[src/rtl/or16_deser.sv]
// or16_deser - bit-serial receiver for the bitwise OR datapath.
//
// Accepts operand bit pairs (in_a, in_b) LSB first, one per accepted cycle,
// stores in_a | in_b at the current bit position and presents the assembled
// WIDTH-bit word on a valid/ready output.
//
// Ports:
//   clk        system clock, rising edge
//   rst_n      asynchronous active-low reset
//   in_valid   serial bit pair present
//   in_ready   bit pair accepted this cycle (!out_valid || out_ready)
//   in_first   marks bit 0 of a new word, qualified by in_valid
//   in_a/in_b  operand bits for the current position
//   out_valid  result word held on out
//   out_ready  consumer takes the word this cycle
//   out        assembled result, out[i] = a_i | b_i
//   err        one-cycle framing-error pulse (only with OR16_DESER_ERR_EN)
//
// Build option: define OR16_DESER_ERR_EN to enable framing-error detection,
// where in_first inside a partial word restarts the word and pulses err.

module or16_deser #(
    parameter  int WIDTH = 16,
    localparam int CW    = $clog2(WIDTH)
) (
    input  logic             clk,
    input  logic             rst_n,
    input  logic             in_valid,
    output logic             in_ready,
    input  logic             in_first,
    input  logic             in_a,
    input  logic             in_b,
    output logic             out_valid,
    input  logic             out_ready,
    output logic [WIDTH-1:0] out
`ifdef OR16_DESER_ERR_EN
    ,
    output logic             err
`endif
);

    typedef enum logic [1:0] {
        IDLE  = 2'd0,
        SHIFT = 2'd1,
        HOLD  = 2'd2
    } state_t;

    state_t           state_q, state_d;
    logic [CW-1:0]    count_q, count_d;
    logic [WIDTH-1:0] sreg_q, sreg_d;
    logic [WIDTH-1:0] out_q, out_d;
    logic             out_valid_q, out_valid_d;
`ifdef OR16_DESER_ERR_EN
    logic             err_q, err_d;
`endif

    logic accept;
    logic bit_in;

    // Combinational from out_ready so a word can be handed off and the next
    // word's first bit taken on the same edge.
    assign in_ready  = !out_valid_q || out_ready;
    assign accept    = in_valid && in_ready;
    assign bit_in    = in_a | in_b;
    assign out       = out_q;
    assign out_valid = out_valid_q;
`ifdef OR16_DESER_ERR_EN
    assign err       = err_q;
`endif

    always_comb begin
        state_d     = state_q;
        count_d     = count_q;
        sreg_d      = sreg_q;
        out_d       = out_q;
        out_valid_d = out_valid_q;
`ifdef OR16_DESER_ERR_EN
        err_d       = 1'b0;
`endif
        unique case (state_q)
            IDLE: begin
                // Bits without in_first are accepted and dropped.
                if (accept && in_first) begin
                    sreg_d[0] = bit_in;
                    count_d   = CW'(1);
                    state_d   = SHIFT;
                end
            end
            SHIFT: begin
                if (accept) begin
`ifdef OR16_DESER_ERR_EN
                    if (in_first) begin
                        // Framing error: drop the partial word, restart at bit 0.
                        err_d     = 1'b1;
                        sreg_d    = '0;
                        sreg_d[0] = bit_in;
                        count_d   = CW'(1);
                    end else begin
`else
                    begin
`endif
                        sreg_d[count_q] = bit_in;
                        if (count_q == CW'(WIDTH - 1)) begin
                            out_d       = sreg_d;
                            out_valid_d = 1'b1;
                            count_d     = '0;
                            state_d     = HOLD;
                        end else begin
                            count_d = count_q + CW'(1);
                        end
                    end
                end
            end
            HOLD: begin
                if (out_ready) begin
                    out_valid_d = 1'b0;
                    state_d     = IDLE;
                    if (accept && in_first) begin
                        sreg_d[0] = bit_in;
                        count_d   = CW'(1);
                        state_d   = SHIFT;
                    end
                end
            end
            default: begin
                state_d = IDLE;
            end
        endcase
    end

    always_ff @(posedge clk or negedge rst_n) begin
        if (!rst_n) begin
            state_q     <= IDLE;
            count_q     <= '0;
            sreg_q      <= '0;
            out_q       <= '0;
            out_valid_q <= 1'b0;
`ifdef OR16_DESER_ERR_EN
            err_q       <= 1'b0;
`endif
        end else begin
            state_q     <= state_d;
            count_q     <= count_d;
            sreg_q      <= sreg_d;
            out_q       <= out_d;
            out_valid_q <= out_valid_d;
`ifdef OR16_DESER_ERR_EN
            err_q       <= err_d;
`endif
        end
    end

endmodule

[config.mk]
export PLATFORM = sky130hd
export DESIGN_NAME = or16_deser
export DESIGN_NICKNAME = d
export VERILOG_FILES = /design/src/rtl/or16_deser.sv
export SDC_FILE = /design/constraint.sdc
export NUM_CORES = 1
export LEC_CHECK = 0
export BUFFER_PORTS_ARGS = -buffer_cell sky130_fd_sc_hd__buf_2
export CORE_AREA = 3 3 75 77
export CTS_BUF_LIST = sky130_fd_sc_hd__clkbuf_2
export DETAILED_ROUTE_END_ITERATION = 8
export DIE_AREA = 0 0 78 80
export PLACE_DENSITY_LB_ADDON = 0.08
export SKIP_CTS_REPAIR_TIMING = 1
export SYNTH_ARGS = -nofsm -noshare
export SYNTH_HDL_FRONTEND = slang
export SYNTH_SLANG_ARGS = --single-unit
[constraint.sdc]
create_clock -name clk -period 1.4 [get_ports clk]
set_input_delay 0.28 -clock clk [delete_from_list [all_inputs] [get_ports clk]]
set_output_delay 0.28 -clock clk [all_outputs]
set_load 0.05 [all_outputs]
==> results.cfg, run 1 <==
[route]
route.antenna.remaining_nets = 0
firstDrtPassIters = 4
routed_wl_um = 5130
vias_per_cell = 5.34
drcViolationCount = 0
num_vias = 1694
drt_iter0_drc = 71
avgRoutedWirePerCell_um = 16.2

[cells_and_area]
final_util = 0.543
area_delta_synth_final_pct = 40.1
drive_gt1_frac = 0.494
diodes = 0
fin_nets = 257
fillers = 466

[timing]
finalWorstSetupSlack_ns = -0.180
fin_skew_ns = 0.0371
post-route-period-util = 1.13
period_minus_slack_ns = 1.58
finalSetupTns_ns = -3.58
setup_viol_count_final = 31
max_freq_mhz = 633
hold_viol = 0
drv_slew = 0
rsz0062_at_grt = true
worstMarginPinSlew_ns = 0.411
slew_headroom = 0.726

[yosys]
avgSynthCellArea_sq_um = 10.7
seq_area_frac_synth = 0.483
synth_most_common_cell = dfrtp_1
ys_ff_latch = 38
yosys.area.top_type = dfrtp_1
synth_top_area_share = 0.483
syn_area_sq_mm = 0.00197
yosysWarnings = 0
syn_nets = 195
synth_edf_count = 0
synth.area.top_cells = dfrtp_1, a311oi_1, a21o_1
synth_flop_cell = dfrtp_1
ys_async_sr_fraction = 1.00
syn_inst = 184
yosysUniqueCellTypes = 36
yosys-top-cells-count = dfrtp_1, a21oi_1, a21o_1

[global_route]
first_global_vias = 1740
grt_max_degree = 39
grt_overflow = 0
antenna_found_initial = 0
gr-usage-all-layers = 0.171
grt_first_pass_wirelength_um = 8400

[hold_path]
worstHoldPathType = in -> reg

[die]
io-pin-count = 25
design.core.area_sq_mm = 0.00507
rows = 26
design.die.area_sq_mm = 0.00624
dieHeight_um = 80
start_util = 0.388
die_x_um = 78

[setup_path]
cpLargestDelayFamily = buffers and inverters
cpMostUsedCell = buf_12
cp-start-kind = flip-flop
cp.arrival_ns = 1.88
required_ns = 1.70
end_kind = flip-flop
crit_slowest_cell = dfrtp_1
path_cells = ha_2, and3_4, nand4_4, buf_12, buf_12, buf_4, a21o_1
setup.worst_path.class = reg -> reg
cp_max_fo = 8
cpPeakStageDelay_ns = 0.39
crit_buf_inv = 3

[clocking]
cts_tree = yes
htree_levels = 2
clockBufferDepth = 2
cts_buffers = 5
clk_latency_ns = 0.41
cts_sinks = 38
clkTransAtPathRegs_ns = 0.22
clock-root-buffer = clkbuf_2

[placed_design]
globalplace.congestion = 0.804
hpwl_um = 3410
port_buffers = 24

[power_and_ir_drop]
powerDensity_mw_per_mm2 = 2050
peakVddDrop_mv = 1.03
p_leak_uw = 0.00133
finalPower_uw = 5660

[run]
cap_viol_max_count = 0

[run_status]
violations = setup timing
outcome = finished with violations
==> routing by layer <==
layer	part of all wire	global-route usage	up-vias
met2	0.50	0.299	27
met1	0.46	0.214	849
met4	0.013	0.0437	0
li1	-	-	811
met3	0.029	0.0395	7
met5	0	0	-
==> report_power, final <==
group | internal (uW) | total (uW) | switching [uW]
registers | 1500 | 1760 | 252
clock network | 123 | 501 | 378
logic | 1470 | 3410 | 1930
==> area by class of cell <==
| class | count | area [sq um] | share of cell area |
|---|---|---|---|
| multi-input cells | 125 | 1040 | 0.376 |
| flip-flops and latches | 38 | 953 | 0.346 |
| repair buffers | 73 | 624 | 0.227 |
| well taps | 70 | 87.6 | 0.0318 |
| clock buffers | 6 | 30.0 | 0.0109 |
| inverters | 3 | 16.3 | 0.00590 |
| clock inverters | 2 | 8.76 | 0.00318 |
==> layout by cell type (no fill, tap or decap), types with 4 or more instances in the layout <==
cell / count
a21oi_1: 19
clkbuf_2: 6
nor2_1: 8
clkbuf_4: 4
nand2_1: 7
o21ai_1: 4
a31oi_1: 7
o21ai_0: 4
buf_12: 6
buf_2: 18
mux2_4: 6
dfrtp_1: 36
buf_6: 5
a311oi_2: 10
a21o_1: 13
buf_4: 37
nand3_2: 6
a41oi_1: 7
==> metrics by stage <==
step	std cells	instance area (sq um)	worst slack (ns)	hold WS (ns)
3_5_place_dp	301	2510	-0.205	0.266
4_1_cts	309	2550	-0.312	-0.204
6_report	317	2760	-0.180	0.132
2_1_floorplan	184	2050	-0.240	-0.0156
5_1_grt	317	2760	-0.279	0.104
3_3_place_gp	301	2510	-0.120	0.264
==> cell families (layout without fill, tap and decap cells) <==
group	after synthesis	count (layout)	share of synthesized area
compound gates	72	72	0.251
fa+ha+maj	4	4	0.0254
buf+inv	21	84	0.0559
flops	38	38	0.483
mux	8	8	0.0534
simple gates	41	41	0.131
==> worst reg2reg max path: stages, from the launching register on <==
cell and delay [ns]:
dfrtp_1 0.39, ha_2 0.19, and3_4 0.21, nand4_4 0.12
buf_12 0.17, buf_12 0.14, buf_4 0.14, a21o_1 0.16
==> sequential cells by signal (all words and copies together), names as in the netlist <==
register and cells:
state_q 2, count_q 4, sreg_q 15, out 16, out_valid 1
==> worst paths after layout <==
check | to | slack, ns | depth (start not counted) | start
worst max-delay path | out[3]$_DFFE_PN0P_ | -0.18 | 7 | count_q[1]$_DFFE_PN0P_
worst min-delay path | state_q[0]$_DFFE_PN0P_ | 0.13 | 3 | in_first
worst max register to register | out[3]$_DFFE_PN0P_ | -0.18 | 7 | count_q[1]$_DFFE_PN0P_
worst min register to register | out[2]$_DFFE_PN0P_ | 0.50 | 1 | out[2]$_DFFE_PN0P_
max in group asynchronous | sreg_q[0]$_DFFE_PN0P_ | 0.82 | 3 | rst_n
min in group asynchronous | out[12]$_DFFE_PN0P_ | 0.35 | 3 | rst_n
No activity file was read; power rests on OpenSTA's default activity.
==> inputs of run 2 (changes only) <==
==> constraint.sdc (replaced) <==
create_clock -name clk -period 1.4 [get_ports clk]
set_input_delay 0.28 -clock clk [delete_from_list [all_inputs] [get_ports clk]]
set_output_delay 0.28 -clock clk [all_outputs]
set_load 0.1 [all_outputs]
==> results.cfg, run 2 (synthesis results as in run 1) <==
[hold_path]
worstHoldPathType = in -> reg
worstHoldPathCells = 3

[cells_and_area]
final-seq-area_sq_um = 958
multiInputGateArea_sq_mm = 0.00115
final_common_cell = buf_4
fin_nets = 252
diodes = 0
drive_gt1_frac = 0.552
layout_common_cells = buf_4, dfrtp_1, a21oi_1, buf_6, a21o_1
area_delta_synth_final_pct = 49.0
fillers = 455
finalInstanceArea_sq_mm = 0.00293
instances_no_fill = 311
largest_reg_flops = 16

[timing]
fin_skew_ns = 0.0133
finalWorstSetupSlack_ns = -0.148
post-route-period-util = 1.11
slew_headroom = 0.678
drv_slew = 0
rsz0062_at_grt = true
period_minus_slack_ns = 1.55
setup_viol_count_final = 33
holdWs_ns = 0.149
worstMarginPinSlew_ns = 0.483
max_freq_mhz = 646
hold_viol = 0

[global_route]
first_global_vias = 1528
antenna_found_initial = 0
grt_overflow = 0
grt_max_degree = 39
grt_first_pass_wirelength_um = 7330
gr-usage-all-layers = 0.151

[clocking]
clk_latency_ns = 0.38
clockBufferDepth = 2
cts_buffers = 5
cts_tree = yes
cts_sinks = 38
clock-root-buffer = clkbuf_2
clkTransAtPathRegs_ns = 0.19
htree_levels = 2

[die]
design.core.area_sq_mm = 0.00507
dieHeight_um = 80
rows = 26
design.die.area_sq_mm = 0.00624
io-pin-count = 25
die_x_um = 78
start_util = 0.388

[setup_path]
cp.arrival_ns = 1.27
cp_max_fo = 5
setup.worst_path.class = reg -> out
ff2ff_setup_slack_ns = -0.13
end_kind = output pin
cp-start-kind = flip-flop
required_ns = 1.12
rr_worst_depth = 6

[route]
avgRoutedWirePerCell_um = 15.6
wl_met2_um = 2460
dr.max_layer_used = met4
drcViolationCount = 0
firstDrtPassIters = 4
met3_length_um = 141
vias_per_cell = 5.33
num_vias = 1659
drt_iter0_drc = 87
routed_wl_um = 4870
route.antenna.remaining_nets = 0
wl_met1_um = 2190

[power_and_ir_drop]
peakVddDrop_mv = 1.04
p_leak_uw = 0.00135
powerDensity_mw_per_mm2 = 2180

[placed_design]
dpl-instance-area_sq_mm = 0.00248
hpwl_um = 3240
globalplace.congestion = 0.776
port_buffers = 24
dpl.cell_count = 292

[run]
cap_viol_max_count = 0

[run_status]
violations = setup timing
outcome = finished with violations
## run 2: cell count changes in the layout (fill, tap and decap cells not counted), sizes merged
cell,previous run,this run
buf,67,66
clkbuf,11,8
clkinv,2,0
## run 2: path summary, 6_finish.rpt
| check | from | endpoint |
|---|---|---|
| max in group asynchronous | rst_n | out_valid$_DFFE_PN0P_ |
| min in group asynchronous | rst_n | sreg_q[10]$_DFFE_PN0P_ |
| worst max-delay path | out_valid$_DFFE_PN0P_ | in_ready |
| worst max register to register | out_valid$_DFFE_PN0P_ | out[5]$_DFFE_PN0P_ |
| worst min register to register | out[2]$_DFFE_PN0P_ | out[2]$_DFFE_PN0P_ |
| worst min-delay path | in_first | state_q[0]$_DFFE_PN0P_ |
## run 2: worst max-delay path, cell delays in order, from the launching register on
cell and delay (ns):
dfrtp_4 0.52, nand2b_4 0.10, buf_6 0.11, buf_12 0.16
## run 2: report_power, final
part	switching, uW	leakage, uW	internal (uW)
logic	2530	0.000841	1590
clock network	347	0.0000291	130
registers	285	0.000478	1510
total	3170	0.00135	3230
## run 2: per-layer routing
| metal | vias to the layer above | global-route usage |
|---|---|---|
| met1 | 814 | 0.190 |
| met4 | 0 | 0.0629 |
| met3 | 8 | 0.0372 |
| li1 | 805 | - |
| met5 | - | 0 |
| met2 | 32 | 0.247 |
## run 2: stage by stage
| stage | util | power, uW | TNS (ns) | worst slack [ns] |
|---|---|---|---|---|
| 2_1_floorplan | - | 4300 | -6.49 | -0.356 |
| 5_1_grt | 0.578 | 6770 | -5.24 | -0.222 |
| 4_1_cts | 0.496 | 5790 | -5.73 | -0.236 |
| 3_3_place_gp | 0.489 | 5240 | -1.78 | -0.167 |
| 3_5_place_dp | 0.489 | 5310 | -2.72 | -0.203 |
| 6_report | 0.578 | 6400 | -2.91 | -0.148 |
## run 2: cell type report
| class | instances | share of cell area |
|---|---|---|
| clock buffer | 7 | 0.0120 |
| sequential | 38 | 0.327 |
| inverter | 3 | 0.00555 |
| tap | 70 | 0.0299 |
| timing repair buffer | 68 | 0.234 |
| multi-input combinational | 125 | 0.392 |
==> inputs of run 3 (changes only) <==
--- a/config.mk
+++ b/config.mk
@@ -6,10 +6,10 @@
 export NUM_CORES = 1
 export LEC_CHECK = 0
 export BUFFER_PORTS_ARGS = -buffer_cell sky130_fd_sc_hd__buf_2
-export CORE_AREA = 3 3 75 77
+export CORE_AREA = 3 3 62 64
 export CTS_BUF_LIST = sky130_fd_sc_hd__clkbuf_2
 export DETAILED_ROUTE_END_ITERATION = 8
-export DIE_AREA = 0 0 78 80
+export DIE_AREA = 0 0 65 67
 export PLACE_DENSITY_LB_ADDON = 0.08
 export SKIP_CTS_REPAIR_TIMING = 1
 export SYNTH_ARGS = -nofsm -noshare
==> constraint.sdc (replaced) <==
create_clock -name clk -period 1.6 [get_ports clk]
set_input_delay 0.32 -clock clk [delete_from_list [all_inputs] [get_ports clk]]
set_output_delay 0.32 -clock clk [all_outputs]
set_load 0.1 [all_outputs]
==> results.cfg, run 3 (synthesis results as in run 1) <==
[run_status]
outcome = completed

[timing]
slew_headroom = 0.677
drv_slew = 0
fin_skew_ns = 0.0303
period_minus_slack_ns = 1.59
max_freq_mhz = 629
setup_viol_count_final = 0
finalSetupTns_ns = 0
rsz0062_at_grt = true
hold_viol = 0
worstMarginPinSlew_ns = 0.488
post-route-period-util = 0.994
holdWs_ns = 0.223

[cells_and_area]
final_common_cell = dfrtp_1
area_delta_synth_final_pct = 26.5
fin_nets = 235
layout_common_cells = dfrtp_1, buf_4, a21oi_1, a21o_1, buf_2
diodes = 0
drive_gt1_frac = 0.422
largest_reg_flops = 16

[global_route]
antenna_found_initial = 0
grt_max_degree = 24
gr-usage-all-layers = 0.216
grt_overflow = 0
grt_first_pass_wirelength_um = 7110
first_global_vias = 1540

[clocking]
clk_latency_ns = 0.41
cts_buffers = 5
clkTransAtPathRegs_ns = 0.21
cts_sinks = 38
cts_tree = yes
clock-root-buffer = clkbuf_2
htree_levels = 2
clockBufferDepth = 2

[route]
drcViolationCount = 0
drt_iter0_drc = 108
routed_wl_um = 4670
vias_per_cell = 5.90
firstDrtPassIters = 4
avgRoutedWirePerCell_um = 17.2
route.antenna.remaining_nets = 0
num_vias = 1600

[die]
start_util = 0.590
io-pin-count = 25
dieHeight_um = 67
rows = 21
die_x_um = 65
design.die.area_sq_mm = 0.00436
design.core.area_sq_mm = 0.00334

[setup_path]
ff2ff_setup_slack_ns = 0.009
crit_buf_inv = 2
required_ns = 1.91
cpPeakStageDelay_ns = 0.43
cp.arrival_ns = 1.90
cp-start-kind = flip-flop
crit_slowest_cell = dfrtp_1
cp_max_fo = 4
r2r_start = count_q[0]$_DFFE_PN0P_
rr_worst_depth = 6
r2r-end = sreg_q[14]$_DFFE_PN0P_
end_kind = flip-flop
cpLargestDelayFamily = flip-flops
path_cells = buf_4, inv_4, ha_4, nand3_2, nor3_2, mux2_4
setup.worst_path.class = reg -> reg

[power_and_ir_drop]
p_leak_uw = 0.00120
powerDensity_mw_per_mm2 = 2000
peakVddDrop_mv = 0.970

[hold_path]
hp-start = in_first
hold_end = state_q[0]$_DFFE_PN0P_
worstHoldPathCells = 3
worstHoldPathType = in -> reg

[run]
cap_viol_max_count = 0

[placed_design]
port_buffers = 24
globalplace.congestion = 0.819
hpwl_um = 3030
-- run 3: cell types whose count changed in the layout (fill, tap and decap cells not counted), moves of 5 or more --
| cell | previous run | this run |
|---|---|---|
| buf_12 | 9 | 3 |
| a311oi_2 | 12 | 3 |
| clkbuf_4 | 0 | 11 |
| buf_2 | 7 | 12 |
| buf_4 | 35 | 22 |
| a311oi_1 | 0 | 8 |
| buf_6 | 14 | 0 |
-- run 3: report_power, final --
group | leakage, uW | switching [uW] | internal (uW) | total, uW
Sequential | 0.000480 | 249 | 1320 | 1570
Clock | 0.0000264 | 331 | 99.6 | 431
Combinational | 0.000689 | 2000 | 976 | 2980
-- run 3: worst max path at each step --
stage	slack [ns]	cells past startpoint	end	startpoint
6_report	0.009	6	sreg_q[14]$_DFFE_PN0P_	count_q[0]$_DFFE_PN0P_
5_1_grt	-0.05	6	out[1]$_DFFE_PN0P_	count_q[1]$_DFFE_PN0P_
4_1_cts	-0.08	6	sreg_q[12]$_DFFE_PN0P_	count_q[0]$_DFFE_PN0P_
3_5_place_dp	-0.03	6	sreg_q[12]$_DFFE_PN0P_	count_q[0]$_DFFE_PN0P_
3_3_place_gp	0.01	6	sreg_q[14]$_DFFE_PN0P_	count_q[0]$_DFFE_PN0P_
2_1_floorplan	-0.16	6	sreg_q[4]$_DFFE_PN0P_	out_valid$_DFFE_PN0P_
-- run 3: per-stage QoR --
stage	total power [uW]	util	instance area [sq um]	setup WS (ns)	cells
6_report	4980	0.746	2490	0.00943	271
5_1_grt	5270	0.746	2490	-0.0451	271
4_1_cts	4710	0.689	2300	-0.0821	264
3_5_place_dp	4290	0.677	2260	-0.0306	256
3_3_place_gp	4200	0.677	2260	0.0138	256
2_1_floorplan	3690	-	2000	-0.156	184
-- run 3: layout make-up --
class                      count  area, sq um
tap                           46         57.6
multi-input combinational    126         1020
inverter                       3         13.8
clock inverter                 3         16.3
timing repair buffer          50          403
fill                         238          847
sequential                    38          956
clock buffer                   5         25.0
-- run 3: metal layers --
metal  global-route usage  vias to the layer above  wire [um]
li1                     -                      766          -
met1                0.255                      775       1920
met2                0.364                       54       2470
met3               0.0658                        5        231
met4               0.0897                        0         46
met5                    0                        -          0
-- run 3: worst register-to-register path, cell delays in order (launching register included) --
cell and delay (ns):
dfrtp_1 0.43, buf_4 0.16, inv_4 0.08, ha_4 0.16, nand3_2 0.11, nor3_2 0.23
mux2_4 0.32
